File: config.mk
export PLATFORM = sky130hd
export DESIGN_NAME = seq_detector_prog
export DESIGN_NICKNAME = d
export VERILOG_FILES = /design/src/rtl/seq_detector_prog.sv
export SDC_FILE = /design/constraint.sdc
export NUM_CORES = 1
export LEC_CHECK = 0
export CAP_MARGIN = 20
export CORE_ASPECT_RATIO = 0.8
export CORE_MARGIN = 2
export CORE_UTILIZATION = 30
export CTS_CLUSTER_DIAMETER = 120
export CTS_CLUSTER_SIZE = 25
export DETAILED_ROUTE_END_ITERATION = 8
export HOLD_SLACK_MARGIN = 0.03
export MAX_ROUTING_LAYER = met4
export SYNTH_ARGS = -nofsm -noshare
export SYNTH_HDL_FRONTEND = slang
export SYNTH_SLANG_ARGS = --single-unit
File: constraint.sdc
create_clock -name clk -period 4 [get_ports clk]
set_input_delay 0.6 -clock clk [delete_from_list [all_inputs] [get_ports clk]]
set_output_delay 0.6 -clock clk [all_outputs]
set_load 0.005 [all_outputs]
File: src/rtl/seq_detector_prog.sv
// seq_detector_prog
// Programmable serial sequence detector. Serial bits arriving with valid_in
// are shifted into a history register and compared against a runtime-loadable
// pattern of 1..MAX_LEN bits. A match produces a registered one-cycle pulse on
// detected. In overlapping mode the bits of a match may be reused by the next
// match; in non-overlapping mode a fresh run of len bits is required.
//
// Optional feature macro: SEQ_DET_COUNT_EN
//   defined   -> match_count is a saturating count of matches, cleared on load
//   undefined -> match_count is tied to 0 and no counter flops exist
//
// Ports
//   clk         : single clock, all state updates on its rising edge
//   reset       : asynchronous active-high reset
//   data_in     : serial data bit
//   valid_in    : data_in is sampled only when high
//   load        : one-cycle strobe latching pattern, pat_len and overlap
//   pattern     : new pattern; bit pat_len-1 is received first, bit 0 last
//   pat_len     : new pattern length (0 is taken as 1, >MAX_LEN as MAX_LEN)
//   overlap     : new mode, 1 = overlapping, 0 = non-overlapping
//   detected    : registered one-cycle match pulse
//   match_count : saturating match count (0 when counting is compiled out)

module seq_detector_prog #(
  parameter int                 MAX_LEN     = 8,
  parameter int                 CNT_W       = 8,
  parameter logic [MAX_LEN-1:0] DEF_PATTERN = MAX_LEN'(8'b0000_1101),
  parameter int                 DEF_LEN     = 4,
  parameter bit                 DEF_OVERLAP = 1'b1,
  localparam int                LEN_W       = $clog2(MAX_LEN) + 1
) (
  input  logic               clk,
  input  logic               reset,
  input  logic               data_in,
  input  logic               valid_in,
  input  logic               load,
  input  logic [MAX_LEN-1:0] pattern,
  input  logic [LEN_W-1:0]   pat_len,
  input  logic               overlap,
  output logic               detected,
  output logic [CNT_W-1:0]   match_count
);

  logic [MAX_LEN-1:0] histQ, histD;
  logic [LEN_W-1:0]   fillQ, fillD;
  logic [MAX_LEN-1:0] patQ, patD;
  logic [LEN_W-1:0]   lenQ, lenD;
  logic               ovlQ, ovlD;
  logic               detQ, detD;

  logic [MAX_LEN-1:0] histShift;
  logic [MAX_LEN-1:0] lenMask;
  logic [LEN_W-1:0]   fillInc;
  logic [LEN_W-1:0]   lenClamp;
  logic               match;

  // Match evaluation works on the post-shift history and post-increment fill,
  // so the bit arriving this cycle is already part of the comparison. The
  // mask keeps only the low len bits; shifting all-ones left by len gives
  // zero when len == MAX_LEN, so the mask saturates to all-ones.
  always_comb begin
    histShift = {histQ[MAX_LEN-2:0], data_in};
    fillInc   = (fillQ == LEN_W'(MAX_LEN)) ? fillQ : fillQ + LEN_W'(1);
    lenMask   = ~({MAX_LEN{1'b1}} << lenQ);
    match     = valid_in && !load &&
                (((histShift ^ patQ) & lenMask) == '0) &&
                (fillInc >= lenQ);

    if (pat_len == '0) begin
      lenClamp = LEN_W'(1);
    end else if (pat_len > LEN_W'(MAX_LEN)) begin
      lenClamp = LEN_W'(MAX_LEN);
    end else begin
      lenClamp = pat_len;
    end
  end

  // Next-state selection. Load wins over a simultaneous sample and discards
  // it. Clearing fill in non-overlapping mode is enough to stop any bit of
  // the matched occurrence from counting again: the stale history bits are
  // masked out by the fill >= len requirement until len new bits arrive.
  always_comb begin
    histD = histQ;
    fillD = fillQ;
    patD  = patQ;
    lenD  = lenQ;
    ovlD  = ovlQ;
    detD  = 1'b0;

    if (load) begin
      patD  = pattern;
      lenD  = lenClamp;
      ovlD  = overlap;
      histD = '0;
      fillD = '0;
    end else if (valid_in) begin
      histD = histShift;
      fillD = (match && !ovlQ) ? '0 : fillInc;
      detD  = match;
    end
  end

  always_ff @(posedge clk or posedge reset) begin
    if (reset) begin
      histQ <= '0;
      fillQ <= '0;
      patQ  <= DEF_PATTERN;
      lenQ  <= LEN_W'(DEF_LEN);
      ovlQ  <= DEF_OVERLAP;
      detQ  <= 1'b0;
    end else begin
      histQ <= histD;
      fillQ <= fillD;
      patQ  <= patD;
      lenQ  <= lenD;
      ovlQ  <= ovlD;
      detQ  <= detD;
    end
  end

  assign detected = detQ;

`ifdef SEQ_DET_COUNT_EN
  logic [CNT_W-1:0] cntQ, cntD;

  // Saturating match counter; it sticks at all-ones rather than wrapping.
  always_comb begin
    cntD = cntQ;
    if (load) begin
      cntD = '0;
    end else if (match && (cntQ != '1)) begin
      cntD = cntQ + CNT_W'(1);
    end
  end

  always_ff @(posedge clk or posedge reset) begin
    if (reset) begin
      cntQ <= '0;
    end else begin
      cntQ <= cntD;
    end
  end

  assign match_count = cntQ;
`else
  assign match_count = '0;
`endif

endmodule

== After elaboration in Yosys (flattened, before gate mapping) ==
Index checks and enable logic that the tools add are counted.

* Register bits after elaboration: 25
* Input bits: 18
* Output and inout bits: 9
* Logic and storage cells: 33

* Add/sub/neg operators: 1
* Order comparisons: 2
* Equal/unequal tests: 1
* Shift operators: 1
* Muxes and demuxes: 10
* Bitwise logic cells: 3
* Reductions and logical operators: 9

{| class="wikitable"
|+ Operator list
! kind !! number
|-
| $mux W4 || 6
|-
| $mux W7 || 2
|-
| $and A8 B8 Y8 || 1
|-
| $logic_not A8 Y1 || 1
|-
| $not A8 Y8 || 1
|-
| $shl A8 B4 Y8 const A || 1
|-
| $xor A8 B8 Y8 || 1
|-
| $add A4 B1 Y4 const B || 1
|-
| $eq A4 B4 Y1 const B || 1
|-
| $ge A4 B4 Y1 || 1
|-
| $gt A4 B4 Y1 const B || 1
|-
| $logic_and A1 B1 Y1 || 4
|-
| $logic_not A4 Y1 || 1
|-
| $logic_not A1 Y1 || 2
|-
| $mux W1 || 2
|-
| $reduce_bool A2 Y1 || 1
|}

== Logic depth before layout (Yosys ltp) ==
Gate-level depths: netlist (run 1).

* Depth in word-level cells: 10
* Mapped depth: 10
* Gate-level depth less buffers: 10

== Least setup slack after synthesis (run 1) ==
Ideal clock, no wire load.

* Kind: register -> register
* Start point: register fillQ[0]
* End point: register fillQ[0]
* Library setup time: 104 ps
* Data arrival time: 2,177 ps
* Data required time: 3,896 ps
* Slack: 1,720 ps
* Cell stages (with the launch flop): 11
* Path buffers: 0
* Clock period less this slack: 2,280 ps
* Cell sequence: dfrtp_1 inv_1 ha_1 nand3b_1 xnor2_1 ha_1 nand2b_1 a2111oi_2 a211o_2 nor3_4 o41ai_2

* Cells in the longest elaborated chain, start to end: 8
* Elaborated cells on any way between the ends: 9
* Those cells by class: 1 x add/sub; 1 x order compare; 1 x eq/ne; 4 x mux; 2 x reduce/logical

{| class="wikitable"
|+ Ends and longest elaborated chain
! element !! RTL line !! source
|-
| from (decl) || 45 || <nowiki>logic [LEN_W-1:0] fillQ, fillD;</nowiki>
|-
| from (signal assigned) || 113 || <nowiki>fillQ <= fillD;</nowiki>
|-
| $add A4 B1 Y4 / $eq A4 B4 Y1 (equally long branches) || 63 || <nowiki>fillInc = (fillQ == LEN_W'(MAX_LEN)) ? fillQ : fillQ + LEN_W'(1);</nowiki>
|-
| $mux W4 * || 63 ||
|-
| $ge A4 B4 Y1 || 67 || <nowiki>(fillInc >= lenQ);</nowiki>
|-
| $logic_and A1 B1 Y1 || 66 || <nowiki>(((histShift ^ patQ) & lenMask) == '0) &&</nowiki>
|-
| $logic_and A1 B1 Y1 || 98 || <nowiki>fillD = (match && !ovlQ) ? '0 : fillInc;</nowiki>
|-
| $mux W4 * || 98 ||
|-
| $mux W4 * || 96 || <nowiki>end else if (valid_in) begin</nowiki>
|-
| $mux W4 * || 90 || <nowiki>if (load) begin</nowiki>
|}

Every way passes the cells marked *; elsewhere a longest branch is shown, timed or not. The select of a mux whose other input is x is not followed.
A chain may end at the register's enable or synchronous reset.

== Worst setup path in the final report (run 1) ==
Ends and elaborated chain as after synthesis.

==> results of run 1 <==
==> flip-flops by register name, summed over array words and instances (netlist names) <==
name,flops
ovlQ,1
lenQ,4
patQ,8
detected,1
fillQ,4
histQ,7
==> power by group through the flow <==
stage	clock (mW)	sequential, mW	combinational (mW)
floorplan	0	0.292	0.100
global placement	0	0.299	0.120
detailed placement	0	0.301	0.124
CTS	0.152	0.296	0.124
global route	0.164	0.299	0.141
finish	0.146	0.296	0.126
==> worst max-delay path: stages (launching register included) <==
cell	delay (ns)
dfrtp_1	0.44
inv_1	0.11
ha_1	0.17
nand3b_1	0.10
xnor2_1	0.31
ha_1	0.29
nand2b_1	0.15
a2111oi_2	0.38
a211o_2	0.19
nor3_4	0.06
o41ai_2	0.28
==> area by class of cell <==
type	count	area, um^2
sequential	25	631.9
inverter	8	30.03
tap	60	75.07
timing repair buffer	20	215.2
clock buffer	4	45.04
fill	459	2918
multi-input combinational	95	709.4
==> cells in the mapped netlist (3+ instances only) <==
cell     count
ha_1         6
dfrtp_1     20
nand2_1      7
inv_1        8
mux2i_1      7
xnor2_1      6
xor2_1       4
nor2_1      12
buf_4        8
o21ai_0      5
a21oi_1      3
mux2_2      10
dfstp_2      5
o22ai_1      5
==> worst paths after layout <==
check | depth (start not counted) | end | slack, ns | start
max | 10 | fillQ[0]$_DFFE_PP0P_ | 1.44 | fillQ[0]$_DFFE_PP0P_
min | 1 | patQ[7]$_DFFE_PP0P_ | 0.54 | patQ[7]$_DFFE_PP0P_
max reg2reg | 10 | fillQ[0]$_DFFE_PP0P_ | 1.44 | fillQ[0]$_DFFE_PP0P_
min reg2reg | 1 | patQ[7]$_DFFE_PP0P_ | 0.54 | patQ[7]$_DFFE_PP0P_
max in group asynchronous | 3 | ovlQ$_DFFE_PP1P_ | 3.06 | reset
min in group asynchronous | 3 | histQ[3]$_DFFE_PP0P_ | 0.72 | reset
==> logic make-up (layout without fill, tap and decap cells) <==
| logic type | after synthesis | after routing | synth area share [%] |
|---|---|---|---|
| adder cells (fa/ha/maj) | 6 | 6 | 5.195 |
| buffers and inverters | 22 | 32 | 9.005 |
| AND/OR/NAND/NOR | 29 | 29 | 9.958 |
| other | 1 | 8 | 0.2595 |
| AO/OA/AOI/OAI | 25 | 25 | 13.16 |
| XOR/XNOR | 10 | 10 | 6.060 |
| flip-flops | 25 | 25 | 43.72 |
| multiplexers | 17 | 17 | 12.64 |
==> through the flow <==
stage               area (um^2)  util [%]  hold WS [ns]  setup slack [ns]  total power, mW
finish                     1707     36.90        0.5356             1.437           0.5677
floorplan                  1471         -        0.5008             1.720           0.3916
detailed placement         1634     35.34        0.5203             1.283           0.4242
global placement           1634     35.34        0.5222             1.426           0.4189
CTS                        1679     36.31        0.5396             1.426           0.5712
global route               1707     36.90        0.5732             1.236           0.6037
==> layer usage <==
layer	vias to the layer above	wire length, um	GRT usage, %
met5	-	0	-
met4	0	0	1.458
met3	0	108	2.869
met2	24	1289	18.95
met1	462	1330	14.69
li1	484	-	-
==> parameters.txt, run 1 <==
Parameter                              Value

GRT
  Number of antenna violations at the first check in global routing ... 0
  Tot GR Track Use ... a little under an eighth
  Pin count of the biggest net entering global routing ... 30
  Total gr overflow ... 0
  Via count of the first global-routing pass ... 1024
  Wire length of the first global-routing pass ... 4671 um

Clock tree
  Root Driver ... clkbuf_8
  Clock latency at the later pin of the worst-skew pair ... 0.26 ns
  Setup fix buffers added after clock tree synthesis ... 0
  Number of buffers inserted for hold repair after clock tree synthesis ... 0
  # clock sinks ... 25
  Buffer levels on the longest clock path ... 2
  Clock-pin transition on the worst setup and hold timing paths ... 0.08 ns
  CTS Buf Count ... 3
  CTS-repair resized insts ... 0
  Htree depth ... 1
  CTS tree ... yes

Min path
  Hold Crit Class ... reg2reg

Detailed routing
  Wire length per cell ... between 10 and 15 um
  Via count ... 970
  Detailed Routing Iterations Pass 1 ... 4
  Routed Wire Length ... 2728 um
  # DRC ... 0
  Initial detailed-routing violation count ... 40
  Post-route ant nets ... 0
  Ratio of routed vias to standard cells ... 4.575

Logic synthesis
  Post-synth top area share ... 34.63%
  Cell types occupying the most area after synthesis ... dfrtp_1, dfstp_2, mux2_2
  Yosys warns ... 0
  Syn_area_per_cell ... 10.70 um^2
  Cell count after synthesis ... between 100 and 150
  Async set-or-reset flop fraction in the synthesized netlist ... 100.0%
  Mapped Area ... approximately 1400 um^2
  Number of enable-type register cells in the synthesized netlist ... 0
  Distinct cell type count after synthesis ... 35
  Dominant cell type by area after synthesis ... dfrtp_1
  Sequential-to-total area share from yosys stat ... between 40% and 50%
  Register bit total from synthesis ... 25
  Most instantiated flip-flop cell in the synthesis netlist ... dfrtp_1

Power
  Reported net switching power ... 0.1546 mW
  Fraction of power spent switching nets ... 27.23%
  Leak ... 0.7402 nW
  Cell Pwr Density ... 332.7 nW/um^2
  Share of total power in the clock network ... 25.8%
  Relative contribution of sequential cells to total power ... between 50% and 60%
  Relative contribution of combinational cells to total power ... 22.1%
  Cell Int Power ... just over 0.4 mW
  Peak supply drop ... 0.1694 mV

Timing
  Pins Over Slew Limit ... 0
  Actual slew at the worst max-slew pin ... ~0.59 ns
  Unrepaired setup endpoints after global routing ... no
  Fmax ... 0.3902 GHz
  Portion of the clock cycle consumed by the worst path in the final layout ... between 60 and 70%
  Total negative slack for setup checks ... 0 ns
  Worst clock skew on the final layout ... 0.003344 ns
  Total count of hold-check failures in the final report ... 0
  Relative slew slack ... 60.25%
  Final critical delay including setup and external delays ... 2.563 ns
  Final setup violation count ... 0

Final layout
  Final layout net count ... approximately 180
  Count of placed standard cells in the final layout, fillers left out ... about 210
  Growth of design area from synthesis to finish ... 18.10%
  Most common cell after layout, fill and taps aside ... dfrtp_1
  Number of antenna repair diodes ... 0
  Fraction of final layout cells with drive strength greater than 1 ... 17.11%
  Most frequent cells in the layout ... dfrtp_1, clkdlybuf4s50_1, nor2_1, mux2_2

Setup path
  Critical Path Sink Type ... flop
  Arrival time at the worst endpoint ... roughly 2.7 ns
  CP Launch Type ... flop
  Biggest fanout along the worst timing path ... 5
  Endpoint required time on the critical path ... 4.17 ns
  Crit Path Category ... reg2reg

Placed design
  Post-detailed-placement half-perimeter wirelength ... 2072 um
  Quantity of I/O buffers inserted on ports ... 18
  Cells after DPL ... 207
  Last weighted congestion value of the routability-driven placer ... ~0.75

Die
  Initial standard-cell utilization of the core ... 31.25%
  Die width ... approximately 82 um
  Core footprint ... about 4600 um^2
  Count of boundary I/O pins ... 27
  Die Span Y ... ~66 um
  Die footprint ... approximately 5400 um^2
  Row count ... 22

Run status
  Status ... complete, no violations

Flow run
  Count of maximum capacitance violations ... 0
No activity file was read; power rests on OpenSTA's default activity.
==> run 2: changes to the inputs <==
- clock period: 4 -> 2.4 ns (I/O delays scaled with it)
==> run 2 against run 1 <==
  * Count of clock-buffer cells in the layout unchanged
  * Highest routed layer unchanged
  * Register-to-register slack worse by 1.3 ns
  * Power is 66% higher
  * Largest cell class unchanged
  * Largest power group unchanged
  * Global-route usage is 0.63 points lower
  * Final cell count rose by 0.94%
  * Die area stayed put
==> parameters.txt, run 2 (synthesis gave the netlist of run 1 again) <==
Parameter                              Value

Setup path
  Crit Path Category ... reg2reg
  Endpoint of the most critical register-to-register path ... fillQ[0]$_DFFE_PP0P_
  Worst Reg-to-Reg Cells ... 10 (unchanged)
  CP Launch Type ... flop
  Endpoint required time on the critical path ... 2.56 ns (-1.61 ns)
  Critical Path Sink Type ... flop
  Reg-to-Reg Start ... fillQ[0]$_DFFE_PP0P_
  Arrival time at the worst endpoint ... 2.38 ns (-0.35 ns)
  Worst setup startpoint ... fillQ[0]$_DFFE_PP0P_
  Biggest fanout along the worst timing path ... 5 (unchanged)
  Slack of the worst reg-to-reg path ... 0.18 ns (-1.26 ns)

Final layout
  Most frequent cells in the layout ... dfrtp_1, clkdlybuf4s50_1, nor2_1, mux2_2, conb_1
  Largest registers ... patQ x8, histQ x7
  Post-route cell area ... 1703 um^2 (-0.22%)
  Number of antenna repair diodes ... 0 (unchanged)
  Largest register FFs ... 8 (unchanged)
  Top reg by flops ... patQ
  Fraction of final layout cells with drive strength greater than 1 ... 19.48% (+2.4 points)
  Most common cell after layout, fill and taps aside ... dfrtp_1
  Growth of design area from synthesis to finish ... 17.84%
  Final layout net count ... 179 (+1.1%)
  Count of placed standard cells in the final layout, fillers left out ... 214 (+0.94%)

Power
  Leak ... 0.7402 nW (about the same)
  Cell Pwr Density ... 554.2 nW/um^2 (+67%)
  Peak supply drop ... 0.4396 mV (+160%)

GRT
  Pin count of the biggest net entering global routing ... 29 (-3.3%)
  Via count of the first global-routing pass ... 977 (-4.6%)
  Wire length of the first global-routing pass ... 4498 um (-3.7%)
  Total gr overflow ... 0 (unchanged)
  Tot GR Track Use ... 10.83% (-0.63 points)
  Number of antenna violations at the first check in global routing ... 0 (unchanged)

Timing
  Total count of hold-check failures in the final report ... 0 (unchanged)
  Final setup violation count ... 0 (unchanged)
  Final critical delay including setup and external delays ... 2.221 ns (-0.3420 ns)
  Pins Over Slew Limit ... 0 (unchanged)
  Worst clock skew on the final layout ... 0.001835 ns (-0.001509 ns)
  Worst-case hold slack ... 0.4333 ns (-0.1023 ns)
  Unrepaired setup endpoints after global routing ... no
  Total negative slack for setup checks ... 0 ns (unchanged)
  Portion of the clock cycle consumed by the worst path in the final layout ... 92.52% (+28 points)
  Fmax ... 0.4503 GHz (+15%)

Detailed routing
  Via count ... 996 (+2.7%)
  Initial detailed-routing violation count ... 52 (+30%)
  Ratio of routed vias to standard cells ... 4.654 (+1.7%)
  Wire length per cell ... 12.09 um (-6.1%)
  Detailed Routing Iterations Pass 1 ... 4 (unchanged)
  Post-route ant nets ... 0 (unchanged)
  Routed Wire Length ... 2587 um (-5.2%)
  # DRC ... 0 (unchanged)

Run status
  Status ... complete, no violations

Clock tree
  Root Driver ... clkbuf_8
  Buffer levels on the longest clock path ... 2 (unchanged)
  CTS tree ... yes
  Number of buffers inserted for hold repair after clock tree synthesis ... 0 (unchanged)
  CTS Buf Count ... 3 (unchanged)
  Clock-pin transition on the worst setup and hold timing paths ... 0.08 ns (about the same)
  Clock latency at the later pin of the worst-skew pair ... 0.26 ns (about the same)
  Htree depth ... 1 (unchanged)
  # clock sinks ... 25 (unchanged)

Min path
  Hold Crit Class ... in2async

Die
  Row count ... 22 (unchanged)
  Die Span Y ... 66.08 um (unchanged)
  Die width ... 81.60 um (unchanged)
  Initial standard-cell utilization of the core ... 31.25% (unchanged)
  Die footprint ... 5392 um^2 (unchanged)
  Core footprint ... 4624 um^2 (unchanged)
  Count of boundary I/O pins ... 27 (unchanged)

Placed design
  Quantity of I/O buffers inserted on ports ... 18 (unchanged)
  Instance area after placement ... 1657 um^2 (+1.4%)
  Cells after DPL ... 210 (+1.4%)
  Last weighted congestion value of the routability-driven placer ... 0.8738 (+16%)
  Post-detailed-placement half-perimeter wirelength ... 1991 um (-3.9%)

Flow run
  Count of maximum capacitance violations ... 0 (unchanged)
run 2: critical path, cell delays in order (launching register included):
cell and delay, ns:
dfrtp_2 0.45, inv_2 0.07, ha_1 0.16, nand3b_1 0.10, xnor2_1 0.21, ha_1 0.26
nand2b_1 0.15, a2111oi_2 0.29, a211o_2 0.17, nor3_4 0.05, o41ai_2 0.20
run 2: cell type report:
class | count | area, um^2
Tap cell | 60 | 75.07
Sequential cell | 25 | 633.1
Clock buffer | 4 | 45.04
Multi-Input combinational cell | 95 | 709.4
Fill cell | 463 | 2922
Timing Repair Buffer | 22 | 210.2
Inverter | 8 | 30.03
run 2: layer usage:
| layer | up-vias | track usage, % | share of wire (%) |
|---|---|---|---|
| met5 | - | - | 0 |
| met4 | 0 | 1.458 | 0 |
| met3 | 0 | 3.142 | 4.2 |
| met2 | 24 | 17.83 | 48 |
| met1 | 483 | 13.65 | 48 |
| li1 | 489 | - | - |
run 2: repair_timing:
item / in CTS / in global routing
resized for setup: 0 / 3
setup endpoints to repair: 0 / 1
buffers inserted: 0 / 0
run 2: how the worst max path moves through the flow:
stage	slack, ns	endpoint
2_1_floorplan	0.12	fillQ[0]$_DFFE_PP0P_
3_3_place_gp	0.13	fillQ[0]$_DFFE_PP0P_
3_5_place_dp	0.04	fillQ[0]$_DFFE_PP0P_
4_1_cts	0.02	fillQ[0]$_DFFE_PP0P_
5_1_grt	0.03	fillQ[0]$_DFFE_PP0P_
6_report	0.18	fillQ[0]$_DFFE_PP0P_
run 2: metrics by stage:
stage	total power, mW	setup WS (ns)	util (%)
2_1_floorplan	0.6527	0.1196	-
3_3_place_gp	0.7015	0.1337	35.82
3_5_place_dp	0.7095	0.04496	35.82
4_1_cts	0.9566	0.02189	36.80
5_1_grt	1.002	0.02798	36.82
6_report	0.9437	0.1795	36.82
run 2: report_power, final:
group | internal (mW) | switching [mW] | total (mW)
Sequential | 0.458 | 0.0353 | 0.493
Clock | 0.118 | 0.125 | 0.243
Combinational | 0.113 | 0.0940 | 0.207
